File: src/rtl/led_frame_sched_if.sv
// rtl/led_frame_sched_if.sv - pixel FIFO write port and serializer handshake for led_frame_sched
interface led_frame_sched_if #(
    parameter int CW = 4
);
    logic            we;
    logic [3*CW-1:0] fifo_data_in;
    logic            fifo_full;
    logic            send_start;
    logic            send_done;

    modport master (
        output we,
        output fifo_data_in,
        output send_start,
        input  fifo_full,
        input  send_done
    );

    modport slave (
        input  we,
        input  fifo_data_in,
        input  send_start,
        output fifo_full,
        output send_done
    );
endinterface

File: src/rtl/led_frame_sched.sv
// rtl/led_frame_sched.sv - clk_slow frame scheduler: snapshot means, load pixel FIFO, kick serializer
// Optional gamma-2.2 component LUT at snapshot time when LED_GAMMA_EN is defined.
module led_frame_sched #(
    parameter int NPIX = 16,
    parameter int CW   = 4
) (
    input  logic                 clk_slow,
    input  logic                 rst,
    input  logic                 en,
    input  logic                 start,
    input  logic [NPIX*CW-1:0]   mean_r,
    input  logic [NPIX*CW-1:0]   mean_g,
    input  logic [NPIX*CW-1:0]   mean_b,
    led_frame_sched_if.master    fif,
    output logic                 busy,
    output logic [15:0]          frame_cnt,
    output logic                 ovr
);
    localparam int IW = (NPIX > 1) ? $clog2(NPIX) : 1;

    typedef enum logic [2:0] {
        S_IDLE,
        S_LATCH,
        S_LOAD,
        S_KICK,
        S_WAIT_TX
    } state_t;

    state_t          state_q;
    state_t          state_d;
    logic [IW-1:0]   idx_q;
    logic [3*CW-1:0] snap_q [NPIX];
    logic            wr;
    logic            kick;

`ifdef LED_GAMMA_EN
    // Nibble i holds the gamma-2.2 output for input i.
    localparam logic [63:0] GAMMA_LUT = 64'hFDB9_8654_3211_0000;

    function automatic logic [CW-1:0] gamma_map(input logic [CW-1:0] v);
        logic [3:0] sel;
        sel = 4'(v);
        return CW'(GAMMA_LUT[{sel, 2'b00} +: 4]);
    endfunction
`else
    function automatic logic [CW-1:0] gamma_map(input logic [CW-1:0] v);
        return v;
    endfunction
`endif

    always_ff @(posedge clk_slow or posedge rst) begin
        if (rst) begin
            state_q <= S_IDLE;
        end else begin
            state_q <= state_d;
        end
    end

    always_comb begin
        state_d = state_q;
        wr      = 1'b0;
        kick    = 1'b0;
        case (state_q)
            S_IDLE: begin
                if (start && en) begin
                    state_d = S_LATCH;
                end
            end
            S_LATCH: begin
                state_d = S_LOAD;
            end
            S_LOAD: begin
                wr = !fif.fifo_full;
                if (wr && (idx_q == IW'(NPIX - 1))) begin
                    state_d = S_KICK;
                end
            end
            S_KICK: begin
                kick    = 1'b1;
                state_d = S_WAIT_TX;
            end
            S_WAIT_TX: begin
                if (fif.send_done) begin
                    state_d = S_IDLE;
                end
            end
            default: begin
                state_d = S_IDLE;
            end
        endcase
    end

    always_ff @(posedge clk_slow or posedge rst) begin
        if (rst) begin
            idx_q     <= '0;
            frame_cnt <= '0;
            ovr       <= 1'b0;
            for (int i = 0; i < NPIX; i++) begin
                snap_q[i] <= '0;
            end
        end else begin
            if (state_q == S_LATCH) begin
                idx_q <= '0;
                for (int i = 0; i < NPIX; i++) begin
                    snap_q[i] <= {gamma_map(mean_r[CW*i +: CW]),
                                  gamma_map(mean_g[CW*i +: CW]),
                                  gamma_map(mean_b[CW*i +: CW])};
                end
            end else if (wr) begin
                idx_q <= idx_q + 1'b1;
            end
            if (kick) begin
                frame_cnt <= frame_cnt + 16'd1;
            end
            // Any request while a frame is in flight is dropped but remembered.
            if (start && (state_q != S_IDLE)) begin
                ovr <= 1'b1;
            end
        end
    end

    assign fif.we           = wr;
    assign fif.fifo_data_in = snap_q[idx_q];
    assign fif.send_start   = kick;
    assign busy             = (state_q != S_IDLE);
endmodule

File: src/flat_wrapper.sv
// flat-port wrapper written by rule: the top's interface ports become plain ports
module led_frame_sched_flat 
#(
    parameter int NPIX = 16,
    parameter int CW   = 4
)
  (clk_slow, rst, en, start, mean_r, mean_g, mean_b, busy, frame_cnt, ovr, fif_we, fif_fifo_data_in, fif_send_start, fif_fifo_full, fif_send_done);
  led_frame_sched_if #(.CW(CW)) fif_i ();
  input  logic clk_slow;
  input  logic rst;
  input  logic en;
  input  logic start;
  input  logic [NPIX*CW-1:0] mean_r;
  input  logic [NPIX*CW-1:0] mean_g;
  input  logic [NPIX*CW-1:0] mean_b;
  output logic busy;
  output logic [15:0] frame_cnt;
  output logic ovr;
  output wire logic [$bits(fif_i.we)-1:0] fif_we;
  output wire logic [$bits(fif_i.fifo_data_in)-1:0] fif_fifo_data_in;
  output wire logic [$bits(fif_i.send_start)-1:0] fif_send_start;
  input wire logic [$bits(fif_i.fifo_full)-1:0] fif_fifo_full;
  input wire logic [$bits(fif_i.send_done)-1:0] fif_send_done;
  assign fif_we = fif_i.we;
  assign fif_fifo_data_in = fif_i.fifo_data_in;
  assign fif_send_start = fif_i.send_start;
  assign fif_i.fifo_full = fif_fifo_full;
  assign fif_i.send_done = fif_send_done;
  led_frame_sched #(.NPIX(NPIX), .CW(CW)) u_core (.clk_slow(clk_slow), .rst(rst), .en(en), .start(start), .mean_r(mean_r), .mean_g(mean_g), .mean_b(mean_b), .fif(fif_i), .busy(busy), .frame_cnt(frame_cnt), .ovr(ovr));
endmodule
File: config.mk
export PLATFORM = sky130hd
export DESIGN_NAME = led_frame_sched_flat
export DESIGN_NICKNAME = d
export VERILOG_FILES = /design/src/rtl/led_frame_sched_if.sv /design/src/rtl/led_frame_sched.sv /design/src/flat_wrapper.sv
export SDC_FILE = /design/constraint.sdc
export NUM_CORES = 1
export LEC_CHECK = 0
export ABC_AREA = 0
export CAP_MARGIN = 0
export CORE_MARGIN = 10
export CORE_UTILIZATION = 50
export CTS_CLUSTER_DIAMETER = 50
export CTS_CLUSTER_SIZE = 40
export DETAILED_ROUTE_END_ITERATION = 6
export HOLD_SLACK_MARGIN = 0.02
export PLACE_DENSITY_LB_ADDON = 0.12
export SETUP_SLACK_MARGIN = 0.05
export SYNTH_ARGS = -nofsm -noshare
export SYNTH_HDL_FRONTEND = slang
export SYNTH_SLANG_ARGS = --single-unit
File: constraint.sdc
create_clock -name clk_slow -period 10.79 [get_ports clk_slow]
set_clock_uncertainty 0.1 [all_clocks]
set_input_delay 2.158 -clock clk_slow [delete_from_list [all_inputs] [get_ports clk_slow]]
set_output_delay 2.158 -clock clk_slow [all_outputs]
set_load 0.05 [all_outputs]
# After elaboration in Yosys (flattened, before gate mapping)
# Cells that the tools add are included.
# word_totals
register_bits	216
in_bits	198
output_inout_bits	32
wordCells	51
# classes
n_addsub	2
order_cmp	1
n_eq_ne	8
n_mux	11
bitwise_logic	1
reduce_logical	8
# op_table
cell	count
binary-select mux 12 bit (select 4 bit)	1
two-way mux 12 bit	2
adder 16 x 1 -> 16 bit, second input constant	1
case mux 3 bit (5 select lines)	1
two-way mux 3 bit	3
two-way mux 4 bit	2
== test 3 x 2 -> 1 bit, second input constant	2
greater-or-equal comparator 5 bit, second input constant	1
NOT 4 -> 5 bit	1
adder 4 x 1 -> 4 bit, second input constant	1
== test 4 bit, second input constant	1
!= test 2 x 1 -> 1 bit, second input constant	2
== test 3 x 1 -> 1 bit, second input constant	1
== test 3 bit, second input constant	1
logical AND 1 bit	3
zero test 3 bit	1
AND reduction 3 bit	1
nonzero test 3 bit	1
two-way mux 1 bit	2
!= test 2 bit, second input constant	1
nonzero test 2 bit	1
zero test 1 bit	1

# Logic depth before layout (Yosys ltp)
# depth
word_depth	4
ltp_mapped	7
ltp_nobuf	5

# Worst setup path after synthesis
# No wires, ideal clock.
# synth_timing
kind	input-to-output
start	in fif_fifo_full
end	out fif_we
arrival_time_ns	3.295
required_ns	8.532
slack_ns	5.237
cell_stages	1
cell_sequence	nor4b_2
# synth_between
elab_chain_cells	2
# synth_rtl
item	line	text
start: declaration	flat_wrapper.sv:22	input wire logic [$bits(fif_i.fifo_full)-1:0] fif_fifo_full;
zero test 1 bit	led_frame_sched.sv:73	wr = !fif.fifo_full;
two-way mux 1 bit	led_frame_sched.sv:63	case (state_q)
end: declaration	flat_wrapper.sv:19	output wire logic [$bits(fif_i.we)-1:0] fif_we;
# Every way passes these cells.

# Final worst setup path
# layout_timing
start	reg u_core.idx_q[0]
end	out fif_fifo_data_in[4]
# layout_between
elab_chain_cells	4
# layout_rtl
item	line	text
start: declaration	led_frame_sched.sv:31	logic [IW-1:0] idx_q;
start signal: assignment	led_frame_sched.sv:110	idx_q <= idx_q + 1'b1;
NOT 4 -> 5 bit (implied by the code)	led_frame_sched.sv:123	assign fif.fifo_data_in = snap_q[idx_q];
binary-select mux 12 bit (select 4 bit)	led_frame_sched.sv:123	
two-way mux 12 bit (implied by the code) (2 in series)	led_frame_sched.sv:123	
end: declaration	flat_wrapper.sv:20	output wire logic [$bits(fif_i.fifo_data_in)-1:0] fif_fifo_data_in;
# Every way passes these cells. The select of a mux whose other input is x is not followed.

==> impl_metrics.ini <==
[critical_path]
path_max_fanout = 58
worstSetupEndpointType = output port
critPathKind = flip-flop to output port
r2r-start = u_core.state_q[0]
slowest_delay_ps = 890
path_cells = buf_4, mux2i_1, a221oi_1, o21ai_0, nand2_1, clkdlybuf4s50_1
cp_slowest_cell = buf_4
critical_path.top_delay_family = buffers and inverters
start_kind = flip-flop
cp.arrival_ps = 4090
worst_r2r_path_depth = 3
path_buf_inv = 2
r2r_slack_ps = 8490
r2r_end = u_core.snap_q[78]
cp.required_ps = 8530

[cts]
cts_hold_buf = 0
clk_transition_reported_paths_ps = 60
htreeDepth = 1
clock_latency_ps = 500
cts_buffer_depth = 3
tritoncts = built
cts_root_buf = clkbuf_16
post_cts.repair.setup_buffers = 0
clkSinkCount = 216
cts_made_buffers = 24
cts-resized-gates = 0

[place]
port_buffers = 229
dp_hpwl_um = 18400
place_congestion = 0.802

[power]
combPwrFrac_pct = 41.3
seq_power_share_pct = 37.2
p_clk_share_pct = 21.5
p_int_mw = 2.46
leakagePower_nw = 5.40
switching_share_pct = 36.0
irDropWorstVdd_uv = 248
powerDensity_mw_per_mm2 = 296
power.switching_mw = 1.38

[global_route]
overflow = 0
grt_max_degree = 197
gr-max-usage-layer = met2
antenna_found_initial = 0
grtUsageMet2_pct = 32.7
grt_pass1_wl_um = 40100
grt_util_met3_pct = 5.19
grt_usage_pct = 19.6
use_met1_pct = 24.7
grt_pass1_vias = 7040

[synth]
yosysWarnings = 0
synth-seq-area-share_pct = 55.5
syn_area_mm2 = 0.00974
synth_cell_types = 33
avgSynthCellArea_um2 = 14.9
synth_seq_cells = 216
netlist_instances = 654
syn_nets = 854

[sta]
period_minus_slack_ps = 6350
finalHoldViolations = 0
tns_ps = 0
slew_viol_final = 0
rsz0062_at_grt = no
finalSetupViolCount = 0
slew_headroom_pct = 29.2
finalCritPeriodShare_pct = 58.8
tightest_slew_ps = 1060
fmax_ghz = 0.158

[die]
die_x_um = 160
floorplan.initialDensity_pct = 51.4
boundaryPins = 230
core_mm2 = 0.0190
die_area_mm2 = 0.0255
die_height_um = 160
row_count = 50

[final_layout]
diodes = 0
nFillCells = 1341
syn_to_final_growth_pct = 33.4
drive_above_1_share_pct = 20.6
fin_nets = 1071
fin_util_pct = 68.5

[drt]
drc_errors = 0
vias_per_cell = 5.47
dr.pass1.iters = 4
drtIter0Drc = 435
drtAntennaViolNets = 0
totalWireLength_um = 25500
routedWlPerCell_um = 22.2
vias = 6275

[hold_path]
min_path_cells = 1
hold_start = u_core.ovr
hp-class = flip-flop to flip-flop
hold_end = u_core.ovr

[run]
maxCapViolCount = 0

[run_status]
outcome = finished clean
## worst max path at each step
stage | from | to | slack [ps] | depth (start not counted)
3_3_place_gp | fif_fifo_full | fif_we | 4550 | 3
3_5_place_dp | fif_fifo_full | fif_we | 4520 | 3
5_1_grt | u_core.idx_q[0] | fif_fifo_data_in[3] | 4210 | 6
4_1_cts | u_core.idx_q[0] | fif_fifo_data_in[3] | 4420 | 6
6_report | u_core.idx_q[0] | fif_fifo_data_in[4] | 4440 | 6
2_1_floorplan | rst | u_core.frame_cnt[0] | 2620 | 1
## power groups by stage
stage / Sequential, mW / Clock (mW) / Combinational (mW)
6_report: 1.43 / 0.825 / 1.59
3_5_place_dp: 1.44 / 0 / 1.60
3_3_place_gp: 1.41 / 0 / 1.57
5_1_grt: 1.48 / 0.876 / 1.70
2_1_floorplan: 1.35 / 0 / 1.17
4_1_cts: 1.43 / 0.842 / 1.61
## cell usage after synthesis
master    number  share of area (%)
and4_1         1              0.090
inv_1          4               0.15
nor3_2         1               0.10
and2_1         1              0.064
o21ai_0       12               0.62
a221oi_1      24                2.2
nand4_1        5               0.32
nor3b_4        1               0.19
ha_1           2               0.26
mux4_2        24                5.6
buf_4         18                1.4
mux2i_1       49                5.0
nand3_1        6               0.31
nor2b_1        1              0.064
mux2_1        88                 10
and4b_1        1               0.10
xnor2_1       17                1.5
or3_1          1              0.064
nor3_1         2               0.10
nand3b_4       1               0.21
nor4b_2        1               0.15
mux2_2       104                 12
a22oi_1       12               0.93
xor2_1         2               0.18
and3_1         2               0.13
a21o_1         1              0.077
dfrtp_1      216                 56
nor2_1         6               0.23
a21oi_1        1              0.051
buf_2         18               0.93
or4b_2         1               0.10
nand2_1       23               0.89
clkbuf_1       8               0.31
## area by class of cell
class | count | area (um2) | share of cell area, %
clock buffers | 32 | 702 | 5.41
clock inverters | 11 | 113 | 0.867
inverters | 4 | 22.5 | 0.173
multi-input cells | 390 | 4060 | 31.3
flip-flops and latches | 216 | 5410 | 41.7
well taps | 260 | 325 | 2.51
repair buffers | 235 | 2350 | 18.1
## through the flow
stage | power [mW] | setup slack, ps | instance area, um2 | hold slack, ps | cells
2_1_floorplan | 2.52 | 2620 | 9740 | 352 | 654
3_3_place_gp | 2.97 | 4550 | 12200 | 340 | 1105
3_5_place_dp | 3.04 | 4520 | 12200 | 362 | 1105
4_1_cts | 3.88 | 4420 | 13000 | 375 | 1148
5_1_grt | 4.05 | 4210 | 13000 | 397 | 1148
6_report | 3.84 | 4440 | 13000 | 375 | 1148
## kinds of logic after synthesis
family / synth area share [%]
muxes: 32.8
DFF: 55.5
and+or+nand+nor: 3.12
AOI/OAI and AO/OA: 3.83
buffers and inverters: 2.78
xor gates and xnor gates: 1.71
adders and majority gates: 0.257
## sequential cells by signal, summed over array words and instances, names as in the netlist
signal,cells
u_core.snap_q,192
u_core.frame_cnt,16
u_core.idx_q,4
u_core.state_q,3
u_core.ovr,1
## cells in the final DEF (no fill, tap or decap), drive strengths merged, types with 2 or more instances in the layout
cell type,Yosys,final
a221oi,24,24
a22oi,12,12
and3,2,2
buf,36,6
clkbuf,8,32
clkdlybuf4s50,0,229
clkinv,0,3
clkinvlp,0,4
dfrtp,216,216
ha,2,2
inv,4,7
mux2,192,192
mux2i,49,49
mux4,24,24
nand2,23,23
nand3,6,6
nand4,5,5
nor2,6,6
nor3,3,3
o21ai,12,12
xnor2,17,17
xor2,2,2
## routing by layer
metal	up-vias	part of all wire [%]
li1	2859	-
met1	3196	42
met2	190	50
met3	30	6.2
met4	0	2.0
met5	-	0
Note: power is estimated with default switching activity, not from simulation.
==> RTL edit: new RTL, same flow settings <==
The 5 states of `state_t` get a one-hot encoding in 5 bits.
--- a/src/rtl/led_frame_sched.sv
+++ b/src/rtl/led_frame_sched.sv
@@ -20,8 +20,8 @@
 
-    typedef enum logic [2:0] {
-        S_IDLE,
-        S_LATCH,
-        S_LOAD,
-        S_KICK,
-        S_WAIT_TX
+    typedef enum logic [4:0] {
+        S_IDLE    = 5'b00001,
+        S_LATCH   = 5'b00010,
+        S_LOAD    = 5'b00100,
+        S_KICK    = 5'b01000,
+        S_WAIT_TX = 5'b10000
     } state_t;
Formal check against the unedited RTL: same outputs for any inputs over 10 cycles, from zero or initial values and one cycle with rst high; not proved beyond that.
==> RTL edit against the unedited design <==
Routed wire length up 17%; sequential cell count up 2; worst setup slack better by 84 ps; count of clock-buffer cells in the layout down 9; largest power group is now registers; utilization down 1.2 points; clock power up 2.4%; total power down 3.8%; hold slack worse by 18 ps; final area up 1.2%; critical endpoint is now fif_fifo_data_in[10]; area after synthesis up 2.4%.
==> RTL edit: results (changes against the unedited design) <==
<table>
<tr><th>Metric</th><th>Value</th></tr>
<tr><th colspan="2">Synthesis</th></tr>
<tr><td>Mapped Nets</td><td>1277 (+50%)</td></tr>
<tr><td>Yosys warning count</td><td>0 (unchanged)</td></tr>
<tr><td>Unique cell type count in the Yosys netlist</td><td>41 (+24%)</td></tr>
<tr><td>Commonest cells in the netlist</td><td>sky130_fd_sc_hd__nand2_1, sky130_fd_sc_hd__dfrtp_1, sky130_fd_sc_hd__mux2i_1, sky130_fd_sc_hd__buf_2</td></tr>
<tr><td>Biggest area contributors in the synthesized netlist</td><td>sky130_fd_sc_hd__dfrtp_1, sky130_fd_sc_hd__nand2_1, sky130_fd_sc_hd__mux4_2, sky130_fd_sc_hd__mux2i_1, sky130_fd_sc_hd__a221oi_1</td></tr>
<tr><td>Part of the Yosys area used for sequential elements</td><td>0.547 (-0.00768)</td></tr>
<tr><th colspan="2">Route</th></tr>
<tr><td>Vias after detailed routing</td><td>8109 (+29%)</td></tr>
<tr><td>Number of design rule violations left after detail routing</td><td>0 (unchanged)</td></tr>
<tr><td>Final routed wirelength across all metal layers</td><td>29900 µm (+17%)</td></tr>
<tr><td>Starting DRC count in detailed routing</td><td>594 (+37%)</td></tr>
<tr><td>Number of search-and-repair iterations in the first detailed-routing pass</td><td>5 (+1)</td></tr>
<tr><th colspan="2">CTS</th></tr>
<tr><td>Clock latency on the worst-skew pair</td><td>510 ps</td></tr>
<tr><td>Total clock buffers created by CTS</td><td>23 (-4.2%)</td></tr>
<tr><th colspan="2">Place</th></tr>
<tr><td>Global placement routability congestion</td><td>0.869 (+8.4%)</td></tr>
<tr><td>Detailed placement HPWL</td><td>21500 µm (+17%)</td></tr>
<tr><th colspan="2">Global route</th></tr>
<tr><td>Largest net degree at the start of global routing</td><td>146 (-26%)</td></tr>
<tr><td>Grt met1 use</td><td>0.299 (+0.0514)</td></tr>
<tr><td>Global-route wire length before repair</td><td>46200 µm (+15%)</td></tr>
<tr><td>Number of antenna violations at the first check in global routing</td><td>2 (+2)</td></tr>
<tr><td>Vias in the first global route</td><td>8131 (+15%)</td></tr>
<tr><td>Met2 GRT Util</td><td>0.362 (+0.0353)</td></tr>
<tr><th colspan="2">Layout</th></tr>
<tr><td>Layout cell share with drive strength beyond 1</td><td>0.0652 (-0.141)</td></tr>
<tr><td>Layout net count</td><td>1473 (+38%)</td></tr>
<tr><td>Largest registers ranked by flip-flop count</td><td>u_core.snap_q: 192 flops, u_core.frame_cnt: 16 flops, u_core.state_q: 5 flops</td></tr>
<tr><th colspan="2">Power</th></tr>
<tr><td>Max IR drop VDD</td><td>158 µV (-36%)</td></tr>
<tr><td>Static leakage</td><td>0.00629 µW (+16%)</td></tr>
<tr><th colspan="2">Critical path</th></tr>
<tr><td>Reg2Reg Depth</td><td>5 (+2)</td></tr>
<tr><td>Data arrival, critical path</td><td>4000 ps (-90 ps)</td></tr>
<tr><th colspan="2">Timing</th></tr>
<tr><td>Slew margin rel.</td><td>0.268 (-0.0249)</td></tr>
<tr><th colspan="2">Status</th></tr>
<tr><td>Run status</td><td>finished, final reports clean</td></tr>
</table>
RTL edit: cell count changes after synthesis, sizes merged, moves of 3 or more:
cell    before  now
clkbuf       8   21
xnor2       17   12
mux2       192    1
buf         36   43
nor2         6    9
nor4         0    3
xor2         2    6
nand2       23  598
nand4b       0    3
RTL edit: metrics by stage:
step | std cells | instance area (µm²) | setup slack (ps) | power (µW)
CTS | 1554 | 13100 | 4540 | 3710
floorplan | 1077 | 9970 | 2570 | 2360
global route | 1554 | 13100 | 4320 | 3920
global placement | 1513 | 12300 | 4760 | 2820
finish | 1555 | 13100 | 4530 | 3690
detailed placement | 1513 | 12300 | 4750 | 2840
RTL edit: area by class of cell:
| cell class | count | area, µm² | area share |
|---|---|---|---|
| sequential | 218 | 5460 | 0.416 |
| multi-input combinational | 792 | 4180 | 0.318 |
| timing repair buffer | 235 | 2340 | 0.178 |
| clock buffer | 23 | 576 | 0.0438 |
| tap | 265 | 332 | 0.0252 |
| clock inverter | 18 | 231 | 0.0176 |
| inverter | 3 | 18.8 | 0.00143 |
| antenna | 1 | 2.50 | 0.000190 |
RTL edit: kinds of logic after synthesis:
logic type / count (synthesis) / synth area share
and+or+nand+nor: 648 / 0.258
DFF: 218 / 0.547
adders and majority gates: 2 / 0.00251
muxes: 74 / 0.105
xor gates and xnor gates: 18 / 0.0158
AOI/OAI and AO/OA: 50 / 0.0378
buffers and inverters: 67 / 0.0335
RTL edit: worst paths after layout:
check	start	to	slack (ps)
min reg2reg	u_core.ovr	u_core.ovr	360
max reg2reg	u_core.state_q[2]	u_core.snap_q[19]	7530
min in group asynchronous	rst	u_core.snap_q[64]	2100
max in group asynchronous	rst	u_core.snap_q[148]	7010
max	u_core.idx_q[0]	fif_fifo_data_in[10]	4530
min	u_core.ovr	u_core.ovr	360
RTL edit: routing by layer:
| metal | routed length [µm] | vias to the layer above |
|---|---|---|
| met3 | 2230 | 42 |
| met5 | 13 | - |
| met2 | 14400 | 298 |
| li1 | - | 3896 |
| met4 | 586 | 2 |
| met1 | 12600 | 3871 |
RTL edit: worst max-delay path, cell delays in order (launching register included):
cell and delay, ps:
sky130_fd_sc_hd__dfrtp_4 670, sky130_fd_sc_hd__buf_4 850, sky130_fd_sc_hd__mux2i_1 230, sky130_fd_sc_hd__a221oi_1 530, sky130_fd_sc_hd__o21ai_0 170, sky130_fd_sc_hd__nand2_1 120, sky130_fd_sc_hd__clkdlybuf4s50_1 880
RTL edit: power groups by stage:
stage | Clock (µW) | Combinational, µW | Sequential (µW)
2_1_floorplan | 0 | 1020 | 1340
3_3_place_gp | 0 | 1350 | 1480
3_5_place_dp | 0 | 1390 | 1460
4_1_cts | 857 | 1390 | 1460
5_1_grt | 895 | 1530 | 1490
6_report | 845 | 1380 | 1460
